[config.mk]
export PLATFORM = sky130hd
export DESIGN_NAME = nfc_irq_cond
export DESIGN_NICKNAME = d
export VERILOG_FILES = /design/src/rtl/nfc_pkg.sv /design/src/rtl/nfc_sync_filter.sv /design/src/rtl/nfc_irq_cond.sv
export SDC_FILE = /design/constraint.sdc
export NUM_CORES = 1
export LEC_CHECK = 0
export CAP_MARGIN = 20
export CORE_ASPECT_RATIO = 0.9
export CORE_UTILIZATION = 40
export DETAILED_ROUTE_END_ITERATION = 10
export MAX_ROUTING_LAYER = met4
export PLACE_DENSITY = 0.56
export SETUP_SLACK_MARGIN = 0.02
export SLEW_MARGIN = 20
export SYNTH_ARGS = -nofsm -noshare
export SYNTH_HDL_FRONTEND = slang
export SYNTH_SLANG_ARGS = --single-unit
[constraint.sdc]
create_clock -name clk -period 2.62 [get_ports clk]
set_clock_uncertainty 0.1 [all_clocks]
set_input_delay 0.262 -clock clk [delete_from_list [all_inputs] [get_ports clk]]
set_output_delay 0.262 -clock clk [all_outputs]
set_load 0.02 [all_outputs]
[src/rtl/nfc_pkg.sv]
// Shared definitions for the NFC interrupt conditioning path: FSM state
// encoding, default timing constants and interrupt polarity constants that
// the NFC top level uses when it instantiates nfc_irq_cond.
package nfc_pkg;

    // Delivery FSM states for the Pi-side interrupt.
    typedef enum logic [1:0] {
        IDLE   = 2'd0,
        ASSERT = 2'd1,
        HOLD   = 2'd2,
        GAP    = 2'd3
    } irq_state_e;

    // Default timing, in clk cycles.
    localparam int DEF_FILT_CYC   = 4;
    localparam int DEF_MIN_ASSERT = 8;
    localparam int DEF_MIN_GAP    = 4;
    localparam int DEF_CNT_W      = 8;

    // Raw NFC controller interrupt polarity choices.
    localparam bit NFC_IRQ_ACT_HIGH = 1'b1;
    localparam bit NFC_IRQ_ACT_LOW  = 1'b0;

    // Larger of two integers, used to size the shared FSM timer.
    function automatic int max2(input int a, input int b);
        return (a > b) ? a : b;
    endfunction

    // Counter width able to hold 0..v-1, never less than one bit.
    function automatic int cnt_width(input int v);
        return (v > 2) ? $clog2(v) : 1;
    endfunction

endpackage

[src/rtl/nfc_sync_filter.sv]
// Input conditioning stage: 2-FF synchronizer, polarity adjust to
// active-high, optional FILT_CYC-sample stability filter, and a one-cycle
// pulse on every inactive->active transition of the conditioned level.
// With USE_FILTER=0 the filter is skipped and the edge detector looks at the
// synchronized sample directly (used for the Pi acknowledge input).
module nfc_sync_filter
    import nfc_pkg::*;
#(
    parameter bit ACT_HIGH   = 1'b1,
    parameter int FILT_CYC   = DEF_FILT_CYC,
    parameter bit USE_FILTER = 1'b1
) (
    input  logic clk,
    input  logic resetn,
    input  logic din,
    output logic rise
);

    // Raw level that means "not active"; synchronizers preset to it so that
    // leaving reset never looks like an edge.
    localparam logic RAW_IDLE = ACT_HIGH ? 1'b0 : 1'b1;

    logic sync1_q, sync1_d;
    logic sync2_q, sync2_d;
    logic sample;
    logic cur;
    logic prev_q, prev_d;

    // Synchronizer next-state: plain two-stage shift.
    always_comb begin
        sync1_d = din;
        sync2_d = sync1_q;
    end

    // Synchronizer flops, preset to the inactive raw level.
    always_ff @(posedge clk or negedge resetn) begin
        if (!resetn) begin
            sync1_q <= RAW_IDLE;
            sync2_q <= RAW_IDLE;
        end else begin
            sync1_q <= sync1_d;
            sync2_q <= sync2_d;
        end
    end

    // 1 = active regardless of the raw polarity.
    assign sample = sync2_q ^ RAW_IDLE;

    if (USE_FILTER) begin : g_filter
        localparam int CW = cnt_width(FILT_CYC);
        localparam logic [CW-1:0] CNT_LAST = CW'(FILT_CYC - 1);

        logic          filt_q, filt_d;
        logic [CW-1:0] cnt_q, cnt_d;

        // Count consecutive samples disagreeing with the filtered level;
        // flip the level once FILT_CYC of them have been seen in a row.
        always_comb begin
            filt_d = filt_q;
            cnt_d  = '0;
            if (sample != filt_q) begin
                if (cnt_q == CNT_LAST) begin
                    filt_d = ~filt_q;
                end else begin
                    cnt_d = cnt_q + CW'(1);
                end
            end
        end

        // Filter state flops; filtered level starts inactive.
        always_ff @(posedge clk or negedge resetn) begin
            if (!resetn) begin
                filt_q <= 1'b0;
                cnt_q  <= '0;
            end else begin
                filt_q <= filt_d;
                cnt_q  <= cnt_d;
            end
        end

        assign cur = filt_q;
    end else begin : g_no_filter
        assign cur = sample;
    end

    // Edge detector history: previous conditioned level.
    always_comb begin
        prev_d = cur;
    end

    // History flop for the rising-edge pulse.
    always_ff @(posedge clk or negedge resetn) begin
        if (!resetn) begin
            prev_q <= 1'b0;
        end else begin
            prev_q <= prev_d;
        end
    end

    assign rise = cur & ~prev_q;

endmodule

[src/rtl/nfc_irq_cond.sv]
// Conditions the raw NFC controller interrupt into a clean, active-high,
// registered Pi interrupt with a guaranteed minimum high time and minimum
// low gap. Pulse mode drops pi_irq after MIN_ASSERT cycles; latched mode
// holds it until the Pi acknowledges with a rising edge on pi_irq_ack.
// One event can queue behind the current assertion (irq_pending); further
// events while one is queued set the sticky irq_missed flag.
// Optional macro NFC_IRQ_COUNT_EN adds the irq_count filtered-event counter.
module nfc_irq_cond
    import nfc_pkg::*;
#(
    parameter bit IRQ_ACT_HIGH = NFC_IRQ_ACT_HIGH,
    parameter int FILT_CYC     = DEF_FILT_CYC,
    parameter int MIN_ASSERT   = DEF_MIN_ASSERT,
    parameter int MIN_GAP      = DEF_MIN_GAP,
    parameter bit LATCH_MODE   = 1'b0,
    parameter int CNT_W        = DEF_CNT_W
) (
    input  logic             clk,
    input  logic             resetn,
    input  logic             nfc_irq,
    input  logic             pi_irq_ack,
    output logic             pi_irq,
    output logic             irq_pending,
    output logic             irq_missed
`ifdef NFC_IRQ_COUNT_EN
    ,
    output logic [CNT_W-1:0] irq_count
`endif
);

    localparam int TW = cnt_width(max2(MIN_ASSERT, MIN_GAP));
    localparam logic [TW-1:0] ASSERT_LAST = TW'(MIN_ASSERT - 1);
    localparam logic [TW-1:0] GAP_LAST    = TW'(MIN_GAP - 1);

    // Reject parameter sets the timing logic cannot honour.
    if (FILT_CYC < 1 || MIN_ASSERT < 1 || MIN_GAP < 1 || CNT_W < 1) begin : g_bad_param
        $error("nfc_irq_cond: FILT_CYC, MIN_ASSERT, MIN_GAP and CNT_W must all be >= 1");
    end

    logic irq_event;
    logic ack_event;

    irq_state_e    state_q, state_d;
    logic [TW-1:0] timer_q, timer_d;
    logic          pi_irq_q, pi_irq_d;
    logic          pending_q, pending_d;
    logic          missed_q, missed_d;
    logic          gap_exit;

    // Filtered interrupt path: one pulse per qualified assertion.
    nfc_sync_filter #(
        .ACT_HIGH   (IRQ_ACT_HIGH),
        .FILT_CYC   (FILT_CYC),
        .USE_FILTER (1'b1)
    ) u_irq_filt (
        .clk    (clk),
        .resetn (resetn),
        .din    (nfc_irq),
        .rise   (irq_event)
    );

    // Acknowledge path: synchronizer and edge detect only, no filtering.
    nfc_sync_filter #(
        .ACT_HIGH   (1'b1),
        .FILT_CYC   (1),
        .USE_FILTER (1'b0)
    ) u_ack_sync (
        .clk    (clk),
        .resetn (resetn),
        .din    (pi_irq_ack),
        .rise   (ack_event)
    );

    assign gap_exit = (state_q == GAP) && (timer_q == GAP_LAST);

    // Delivery FSM next state, shared timer, pending/missed bookkeeping.
    always_comb begin
        state_d   = state_q;
        timer_d   = timer_q;
        pending_d = pending_q;
        missed_d  = missed_q;

        case (state_q)
            IDLE: begin
                if (irq_event) begin
                    state_d = ASSERT;
                    timer_d = '0;
                end
            end
            ASSERT: begin
                if (timer_q == ASSERT_LAST) begin
                    state_d = LATCH_MODE ? HOLD : GAP;
                    timer_d = '0;
                end else begin
                    timer_d = timer_q + TW'(1);
                end
            end
            HOLD: begin
                if (ack_event) begin
                    state_d  = GAP;
                    timer_d  = '0;
                    missed_d = 1'b0;
                end
            end
            GAP: begin
                if (timer_q == GAP_LAST) begin
                    // An event landing on the exit cycle itself re-asserts
                    // directly rather than being parked as pending in IDLE.
                    if (pending_q || irq_event) begin
                        state_d = ASSERT;
                        timer_d = '0;
                    end else begin
                        state_d = IDLE;
                    end
                end else begin
                    timer_d = timer_q + TW'(1);
                end
            end
            default: begin
                state_d = IDLE;
                timer_d = '0;
            end
        endcase

        // Events outside IDLE queue one deep; a second queued event is
        // recorded as missed. The GAP exit consumes whatever was queued.
        if (irq_event && (state_q != IDLE)) begin
            if (pending_q) begin
                missed_d = 1'b1;
            end
            pending_d = gap_exit ? 1'b0 : 1'b1;
        end else if (gap_exit) begin
            pending_d = 1'b0;
        end

        // pi_irq follows the next state so it comes straight from a flop.
        pi_irq_d = (state_d == ASSERT) || (state_d == HOLD);
    end

    // Delivery FSM and status flops.
    always_ff @(posedge clk or negedge resetn) begin
        if (!resetn) begin
            state_q   <= IDLE;
            timer_q   <= '0;
            pi_irq_q  <= 1'b0;
            pending_q <= 1'b0;
            missed_q  <= 1'b0;
        end else begin
            state_q   <= state_d;
            timer_q   <= timer_d;
            pi_irq_q  <= pi_irq_d;
            pending_q <= pending_d;
            missed_q  <= missed_d;
        end
    end

    assign pi_irq      = pi_irq_q;
    assign irq_pending = pending_q;
    assign irq_missed  = missed_q;

`ifdef NFC_IRQ_COUNT_EN
    logic [CNT_W-1:0] count_q, count_d;

    // Count every filtered event, including missed ones; wraps naturally.
    always_comb begin
        count_d = irq_event ? (count_q + CNT_W'(1)) : count_q;
    end

    // Event counter flop.
    always_ff @(posedge clk or negedge resetn) begin
        if (!resetn) begin
            count_q <= '0;
        end else begin
            count_q <= count_d;
        end
    end

    assign irq_count = count_q;
`endif

endmodule
==> flow_summary.json <==
{
  "die_x_um": 47.90,
  "syn_to_final_growth_pct": 10.89,
  "post_cts_buffers": 0,
  "finalSetupViolCount": 0,
  "yosys.area.top_type": "dfrtp_1",
  "cpPeakStageDelay_ns": 0.41,
  "grt_usage_pct": 13.82,
  "clock_latency_ns": 0.28,
  "synth_edf_count": 0,
  "required_ns": 2.69,
  "syn_nets": 67,
  "gp_congestion": 0.8262,
  "cts_tree": "done",
  "vias": 441,
  "postRouteAntennaNets": 0,
  "report.final.slew_viol_count": 0,
  "slowest_stage": "dfrtp_1",
  "seq_power_share_pct": 47.0,
  "ioPinCount": 7,
  "seq_area_frac_synth_pct": 56.11,
  "worstSetupPathType": "reg2reg",
  "ctsResizeCount": 0,
  "drt-wirelength-per-cell_um": 11.66,
  "whs_ns": 0.2534,
  "path_depth": 5,
  "ctsHoldBuffers": 0,
  "end_kind": "flip-flop",
  "nFillCells": 169,
  "arrival_ns": 1.87,
  "grt_pass1_vias": 433,
  "crit_top_cell": "ha_1",
  "die_area_mm2": 0.002074,
  "antenna_found_initial": 0,
  "h-tree-depth": 1,
  "clk_path_buf_depth": 2,
  "tns_ns": 0,
  "ys_ff_latch": 17,
  "synth.avg_cell_area_um2": 13.07,
  "cp_cell_sequence": "ha_1 -> ha_1 -> nand3_4 -> o32a_1 -> mux2_4",
  "pwr-share-clk_pct": 13.9,
  "fmax_mhz": 556.1,
  "portBuffers": 6,
  "final_cell_mix": "dfrtp_1 (17), clkdlybuf4s50_1 (6), ha_1 (5)",
  "via_per_inst": 4.955,
  "fin_ws_ns": 0.8217,
  "routed_wl_um": 1038,
  "nNetsFinal": 75,
  "final_common_cell": "dfrtp_1",
  "crit_family": "flip-flops",
  "die_y_um": 43.31,
  "core_mm2": 0.001717,
  "yosys-top-cells-area": "dfrtp_1 (56%), ha_1 (8.3%), buf_6 (4.5%)",
  "leakagePower_nw": 0.3860,
  "synth_ff_type": "dfrtp_1",
  "worst_hold_path.num_cells": 0,
  "cts.sinks": 17,
  "dp_hpwl_um": 749,
  "start_util_pct": 44.17,
  "detail_route.iter0.violations": 5,
  "power_per_cell_area_mw_per_mm2": 1132,
  "synth_cell_types": 25,
  "switching_share_pct": 35.94,
  "vdd_drop_max_mv": 0.7366,
  "syn_inst": 58,
  "drc_errors": 0,
  "grt_pass1_wl_um": 1849,
  "drt-pass1-iter-count": 4,
  "drv_cap": 0,
  "startpoint_type": "flip-flop",
  "hold_class": "reg2reg",
  "cp_max_fo": 5,
  "path_buf_inv": 0,
  "grt_setup_unrepaired": "false",
  "internal-power_mw": 0.6098,
  "status": "finished clean",
  "clk_pin_slew_ns": 0.08,
  "layout-drive-gt1-share_pct": 9.231,
  "grt_max_degree": 18,
  "yosys.area.top_type_share_pct": 56.11,
  "r2r_cells": 5,
  "slew_headroom_pct": 52.58,
  "antenna_cells": 0,
  "switching_power_mw": 0.3421,
  "period_needed_ns": 1.798,
  "rows": 14,
  "hold_violations": 0,
  "worstMarginPinSlew_ns": 0.7091,
  "syn_area_um2": 758.2,
  "cts_buffers": 3,
  "pre_cts_slack_ns": 0.8350,
  "async_flop_share_pct": 100.0,
  "yosys_warnings": 0,
  "overflow": 0,
  "cts_root_buf": "clkbuf_4",
  "fin_crit_sh_pct": 68.64,
  "pwr-share-comb_pct": 39.1
}
-- path summary, 6_finish.rpt --
kind	slack (ns)	startpoint	end
max in group asynchronous	1.67	resetn	timer_q[2]
hold / removal	0.25	u_irq_filt.sync1_q	u_irq_filt.sample
hold reg to reg	0.25	u_irq_filt.sync1_q	u_irq_filt.sample
min in group asynchronous	0.30	resetn	irq_missed
setup reg to reg	0.82	timer_q[0]	timer_q[0]
setup / recovery	0.82	timer_q[0]	timer_q[0]
-- stage by stage --
| step | util [%] | power [mW] | instances | cell area, µm² |
|---|---|---|---|---|
| 6_report | 48.98 | 0.9519 | 89 | 840.8 |
| 5_1_grt | 48.98 | 1.032 | 89 | 840.8 |
| 3_3_place_gp | 47.45 | 0.8230 | 85 | 814.5 |
| 4_1_cts | 48.98 | 0.9584 | 89 | 840.8 |
| 3_5_place_dp | 47.45 | 0.8236 | 85 | 814.5 |
| 2_1_floorplan | - | 0.7454 | 58 | 758.2 |
-- logic make-up (layout without fill, tap and decap cells) --
family / count (synthesis) / count (layout) / share of synthesized area [%]
xor gates and xnor gates: 2 / 2 / 2.311
and+or+nand+nor: 16 / 16 / 13.86
DFF: 17 / 17 / 56.11
buffers and inverters: 6 / 13 / 5.940
adders and majority gates: 5 / 5 / 8.251
AOI/OAI and AO/OA: 8 / 8 / 7.427
muxes: 4 / 4 / 6.105
-- synth_stat cells (all sizes together), types with 2 or more instances --
| cell type | instances |
|---|---|
| dfrtp | 17 |
| nand2b | 2 |
| inv | 3 |
| mux2 | 2 |
| xor2 | 2 |
| buf | 3 |
| mux2i | 2 |
| nor2 | 3 |
| o21ai | 2 |
| nand3 | 2 |
| nand3b | 3 |
| ha | 5 |
| and2 | 2 |
-- power by group through the flow --
| stage | sequential, mW | clock, mW | combinational [mW] |
|---|---|---|---|
| 3_3_place_gp | 0.453 | 0 | 0.370 |
| 2_1_floorplan | 0.431 | 0 | 0.314 |
| 3_5_place_dp | 0.452 | 0 | 0.371 |
| 5_1_grt | 0.463 | 0.153 | 0.417 |
| 6_report | 0.447 | 0.132 | 0.373 |
| 4_1_cts | 0.446 | 0.139 | 0.374 |
-- routing by layer --
layer | share of wire, % | global-route usage [%]
met1 | 52 | 18.44
met2 | 43 | 18.38
met4 | 0.77 | 3.333
met3 | 4.6 | 7.660
met5 | 0 | -
-- flip-flops by register name (all words and copies together) (netlist names) --
name,count
irq_missed,1
irq_pending,1
pi_irq,1
state_q,2
timer_q,3
u_ack_sync.cur,1
u_ack_sync.prev_q,1
u_ack_sync.sync1_q,1
u_irq_filt.cur,1
u_irq_filt.g_filter.cnt_q,2
u_irq_filt.prev_q,1
u_irq_filt.sample,1
u_irq_filt.sync1_q,1
-- cell type report --
class | count | area, µm² | area share (%)
Timing Repair Buffer | 6 | 60.06 | 7.143
Sequential cell | 17 | 425.4 | 50.60
Multi-Input combinational cell | 35 | 287.8 | 34.23
Clock buffer | 4 | 26.28 | 3.125
Tap cell | 24 | 30.03 | 3.571
Inverter | 3 | 11.26 | 1.339
-- worst register-to-register path, cell delays in order (launching register included) --
cell and delay (ns):
dfrtp_1 0.41, ha_1 0.19, ha_1 0.19, nand3_4 0.08, o32a_1 0.40, mux2_4 0.32
Note: power is estimated with default switching activity, not from simulation.
